<file path="src/rtl/wisc_pkg.sv">
// wisc_pkg: ALU command encodings and flag bit positions shared by the EX/MEM stage
package wisc_pkg;
  localparam logic [3:0] CMD_ADD = 4'b0000;
  localparam logic [3:0] CMD_SUB = 4'b0010;
  localparam logic [3:0] CMD_AND = 4'b0100;
  localparam logic [3:0] CMD_NOR = 4'b0101;
  localparam logic [3:0] CMD_SLL = 4'b0110;
  localparam logic [3:0] CMD_SRL = 4'b0111;
  localparam logic [3:0] CMD_SRA = 4'b1000;
  localparam int FLAG_Z = 2;
  localparam int FLAG_V = 1;
  localparam int FLAG_N = 0;
  // Commands whose result is a true two's-complement sum and so own all three flags.
  function automatic logic is_arith(input logic [3:0] cmd);
    return cmd == CMD_ADD || cmd == CMD_SUB;
  endfunction
  // Logic and shift commands only define the zero flag.
  function automatic logic is_zero_only(input logic [3:0] cmd);
    return cmd == CMD_AND || cmd == CMD_NOR || cmd == CMD_SLL ||
           cmd == CMD_SRL || cmd == CMD_SRA;
  endfunction
endpackage

</file>
<file path="src/rtl/flag_calc.sv">
// flag_calc: combinational {Z,V,N} generation and per-command flag write mask
module flag_calc
  import wisc_pkg::*;
#(
  parameter int DW = 16
) (
  input  logic [DW-1:0] result,
  input  logic          a_msb,
  input  logic          b_msb,
  input  logic [3:0]    cmd,
  output logic [2:0]    flags,
  output logic [2:0]    mask
);
  logic bin;
  logic arith;
  logic zonly;
  // Overflow uses the effective b sign, i.e. after the subtract inversion.
  always_comb begin
    bin          = b_msb ^ cmd[1];
    arith        = is_arith(cmd);
    zonly        = is_zero_only(cmd);
    flags        = '0;
    flags[FLAG_Z] = result == '0;
    flags[FLAG_N] = result[DW-1];
    flags[FLAG_V] = (a_msb == bin) && (result[DW-1] != a_msb);
    mask         = '0;
    mask[FLAG_Z] = arith || zonly;
    mask[FLAG_V] = arith;
    mask[FLAG_N] = arith;
  end
endmodule

</file>
<file path="src/rtl/ex_mem_flag_stage.sv">
// ex_mem_flag_stage: EX->MEM pipeline register with condition flags, flush and stall counter
module ex_mem_flag_stage
  import wisc_pkg::*;
#(
  parameter int DW    = 16,
  parameter int RW    = 4,
  parameter int CNT_W = 16
) (
  input  logic             clk,
  input  logic             rst_n,
  input  logic             ex_valid,
  output logic             ex_ready,
  input  logic [DW-1:0]    alu_result,
  input  logic             alu_a_msb,
  input  logic             alu_b_msb,
  input  logic [3:0]       alu_cmd,
  input  logic [RW-1:0]    ex_dst,
  input  logic             ex_we,
  input  logic             flush,
  output logic             mem_valid,
  input  logic             mem_ready,
  output logic [DW-1:0]    mem_result,
  output logic [RW-1:0]    mem_dst,
  output logic             mem_we,
  output logic [2:0]       flags,
  output logic [CNT_W-1:0] stall_cnt,
  input  logic             clr_cnt
);
  logic             valid_q, valid_d;
  logic [DW-1:0]    result_q;
  logic [RW-1:0]    dst_q;
  logic             we_q;
  logic [2:0]       flags_q, flags_d;
  logic [CNT_W-1:0] cnt_q, cnt_d;
  logic             accept, drain, stall;
  logic [2:0]       new_flags, flag_mask, wmask;

  flag_calc #(.DW(DW)) u_flag_calc (
    .result (alu_result),
    .a_msb  (alu_a_msb),
    .b_msb  (alu_b_msb),
    .cmd    (alu_cmd),
    .flags  (new_flags),
    .mask   (flag_mask)
  );

  // Handshake, flag merge and stall counter next-state; flush dominates everything.
  always_comb begin
    ex_ready = !valid_q || mem_ready;
    accept   = ex_valid && ex_ready && !flush;
    drain    = valid_q && mem_ready;
    stall    = ex_valid && !ex_ready;
    valid_d  = flush ? 1'b0 : accept ? 1'b1 : drain ? 1'b0 : valid_q;
    wmask    = flag_mask & {3{accept}};
    flags_d  = (new_flags & wmask) | (flags_q & ~wmask);
    cnt_d    = clr_cnt ? '0 : (stall && cnt_q != '1) ? cnt_q + 1'b1 : cnt_q;
  end

  // Control state: entry valid, committed flags, stall counter.
  always_ff @(posedge clk or negedge rst_n) begin
    if (!rst_n) begin
      valid_q <= 1'b0;
      flags_q <= '0;
      cnt_q   <= '0;
    end else begin
      valid_q <= valid_d;
      flags_q <= flags_d;
      cnt_q   <= cnt_d;
    end
  end

  // Payload loads only on accept so a stalled entry stays bit-stable.
  always_ff @(posedge clk or negedge rst_n) begin
    if (!rst_n) begin
      result_q <= '0;
      dst_q    <= '0;
      we_q     <= 1'b0;
    end else if (accept) begin
      result_q <= alu_result;
      dst_q    <= ex_dst;
      we_q     <= ex_we;
    end
  end

  assign mem_valid  = valid_q;
  assign mem_result = result_q;
  assign mem_dst    = dst_q;
  assign mem_we     = we_q && valid_q;
  assign flags      = flags_q;
  assign stall_cnt  = cnt_q;
endmodule

</file>
<file path="config.mk">
export PLATFORM = sky130hd
export DESIGN_NAME = ex_mem_flag_stage
export DESIGN_NICKNAME = d
export VERILOG_FILES = /design/src/rtl/wisc_pkg.sv /design/src/rtl/flag_calc.sv /design/src/rtl/ex_mem_flag_stage.sv
export SDC_FILE = /design/constraint.sdc
export NUM_CORES = 1
export LEC_CHECK = 0
export CAP_MARGIN = 25
export CORE_MARGIN = 2
export CORE_UTILIZATION = 40
export DETAILED_ROUTE_END_ITERATION = 8
export DONT_BUFFER_PORTS = 1
export PLACE_DENSITY = 0.51
export SLEW_MARGIN = 20
export SYNTH_ARGS = -nofsm -noshare
export SYNTH_HDL_FRONTEND = slang
export SYNTH_SLANG_ARGS = --single-unit
</file>
<file path="constraint.sdc">
create_clock -name clk -period 2.1 [get_ports clk]
set_clock_uncertainty 0.15 [all_clocks]
set_input_delay 0.105 -clock clk [delete_from_list [all_inputs] [get_ports clk]]
set_output_delay 0.105 -clock clk [all_outputs]
set_load 0.02 [all_outputs]
</file>
==> out/results.tsv <==
metric	value	unit
Pins Over Slew Limit	0	
core area	4661	µm²
Num Clock Sinks	41	
First DRT Iteration DRCs	59	
DP Area	2108	µm²
antenna violations before repair	0	
Antenna Nets Post-Route	0	
Primary FF master, synth	dfrtp_1	
crit-path max FO	11	
I/O pin total	75	
Power Dens Cells	684.1	nW/µm²
status	completed	
Post-Synthesis Cell Area	1919	µm²
worst skew pair latency	290	ps
routed wl met2	2695	µm
via count	1596	
Gate Count Post-Synth	173	
min Tclk post-route	1901	ps
RD Place Congestion	0.8256	
Cell Rows	25	
Worst EP arrival	1930	ps
CTS tree	yes	
vias in the first global route	1614	
maximum clock frequency	526.1	MHz
most frequent cells in the layout	dfrtp_1 (41), dlygate4sd3_1 (30), mux2_2 (23)	
WS Path Type	flip-flop to flip-flop	
synth-to-layout area growth	31.03	%
Synth async-reset ratio	1.000	
flops & latches, synth	41	
Initial Utilization	0.4118	
Die Ht	73.27	µm
Avg Cell Area, Syn	11.09	µm²
ANT cells	0	
residual DRC count	0	
most common cell after layout, fill and taps aside	dfrtp_1	
total wire length	4994	µm
crit share post-route	0.9051	
WL met1	1960	µm
slew of the pin with the lowest slew margin	670.1	ps
Final #Nets	258	
crit start category	flip-flop	
GRT overflow	0	
Required @ worst endpoint	2130	ps
TritonCTS buffer count	5	
Die Area	5368	µm²
largest net degree at the start of global routing	42	
Max H-tree Level	2	
first-pass GRT wire length	7659	µm
DR WL/cell	17.90	µm
EDFF count, synth	0	
clk slew on worst S/H paths	80	ps
max_cap viols	0	
fin area	2515	µm²
Top Metal Used	met4	
post-detail-place hpwl	3280	µm
Critical Path Sink Type	flip-flop	
chip width	73.27	µm
I/O Buffers	0	
Slew HR	0.5518	
Pre-Repair DR Iteration Count	4	
Root Buffer	clkbuf_8	
fraction of layout cells with a size suffix above 1	0.2444	
final setup violation count	0	
Synth Warn #	0	
WL met3	270	µm
Worst VDD drop	0.0002436	V
Leak	0.001045	µW
RSZ-0062 raised after global routing	no	
vias per cell	5.720	
final hold violations	0	
maximum clock path buffer count	2	
Syn Nets	207	
Hold WC Path Type	input port to flip-flop	
register area share after synthesis	0.5346	
TNS Setup	0	ps
GRT Util Overall	0.1885	
Yosys cell types	30	
## through the flow
| step | instances | hold WS, ps | setup slack (ps) | total power [µW] | util |
|---|---|---|---|---|---|
| 2_1_floorplan | 173 | -340.6 | 71.99 | 1122 | - |
| 6_report | 279 | 14.54 | 199.3 | 1720 | 0.5396 |
| 5_1_grt | 279 | 29.34 | 65.71 | 1800 | 0.5396 |
| 4_1_cts | 279 | 10.21 | 171.1 | 1736 | 0.5396 |
| 3_3_place_gp | 240 | -339.6 | 282.8 | 1146 | 0.4523 |
| 3_5_place_dp | 240 | -339.7 | 187.6 | 1155 | 0.4523 |
## cell type report
type	instances	area, µm²
Inverter	3	11.26
Clock inverter	3	17.52
Multi-Input combinational cell	122	853.3
Clock buffer	5	68.82
Sequential cell	41	1026
Timing Repair Buffer	51	470.5
Tap cell	54	67.56
Fill cell	385	2146
## Yosys cell counts (4+ instances only)
library cell / n / area [µm²]
mux2_2: 23 / 259.0
o21ai_0: 8 / 40.04
nor2_1: 14 / 52.55
a21oi_1: 6 / 30.03
nand4_1: 6 / 37.54
clkbuf_1: 4 / 15.01
nor3_1: 7 / 35.03
nor4_1: 7 / 43.79
dfrtp_1: 41 / 1026
nand3_1: 8 / 40.04
nand2b_1: 4 / 25.02
xnor2_1: 10 / 87.58
nand2_1: 6 / 22.52
## power by group
part | switching (µW) | leakage [µW] | internal [µW]
Clock | 274 | 0.0000439 | 229
Sequential | 148 | 0.000523 | 868
Combinational | 82.8 | 0.000478 | 118
## what timing repair did
item	in CTS	in global routing
buffers inserted	0	0
hold buffers	31	0
setup endpoints to repair	0	0
hold endpoints to repair	82	0
gates resized for setup	0	0
## registers in the layout, indices dropped and copies added, names as in the netlist, named ones only
name / cells
mem_result: 16
stall_cnt: 16
mem_dst: 4
mem_valid: 1
we_q: 1
## cell families after synthesis
| logic type | after synthesis | synth area share |
|---|---|---|
| adder cells (fa/ha/maj) | 1 | 0.006518 |
| buffers and inverters | 10 | 0.02086 |
| XOR/XNOR | 11 | 0.05019 |
| AO/OA/AOI/OAI | 18 | 0.05411 |
| multiplexers | 23 | 0.1349 |
| flip-flops | 41 | 0.5345 |
| AND/OR/NAND/NOR | 69 | 0.1988 |
## routing by layer
metal,vias to the layer above,track usage
li1,729,-
met4,0,0.05761
met2,56,0.3544
met5,-,0
met3,8,0.04938
met1,803,0.2042
## final timing paths
| kind | startpoint | end | slack [ps] | cells after the start |
|---|---|---|---|---|
| max | mem_valid$_DFFE_PN0P_ | stall_cnt[6]$_DFFE_PN0P_ | 200 | 4 |
| min | clr_cnt | stall_cnt[5]$_DFFE_PN0P_ | 10 | 3 |
| max reg2reg | mem_valid$_DFFE_PN0P_ | stall_cnt[6]$_DFFE_PN0P_ | 200 | 4 |
| min reg2reg | we_q$_DFFE_PN0N_ | we_q$_DFFE_PN0N_ | 360 | 1 |
| max in group asynchronous | rst_n | mem_result[4]$_DFFE_PN0N_ | 1480 | 2 |
| min in group asynchronous | rst_n | async pin | 110 | 2 |
## worst max-delay path: stages (launching register included)
cell and delay, ps:
dfrtp_1 390, nand3b_1 340, nor3b_1 560, a21oi_1 130, a31o_2 230
No activity file was read; power rests on OpenSTA's default activity.
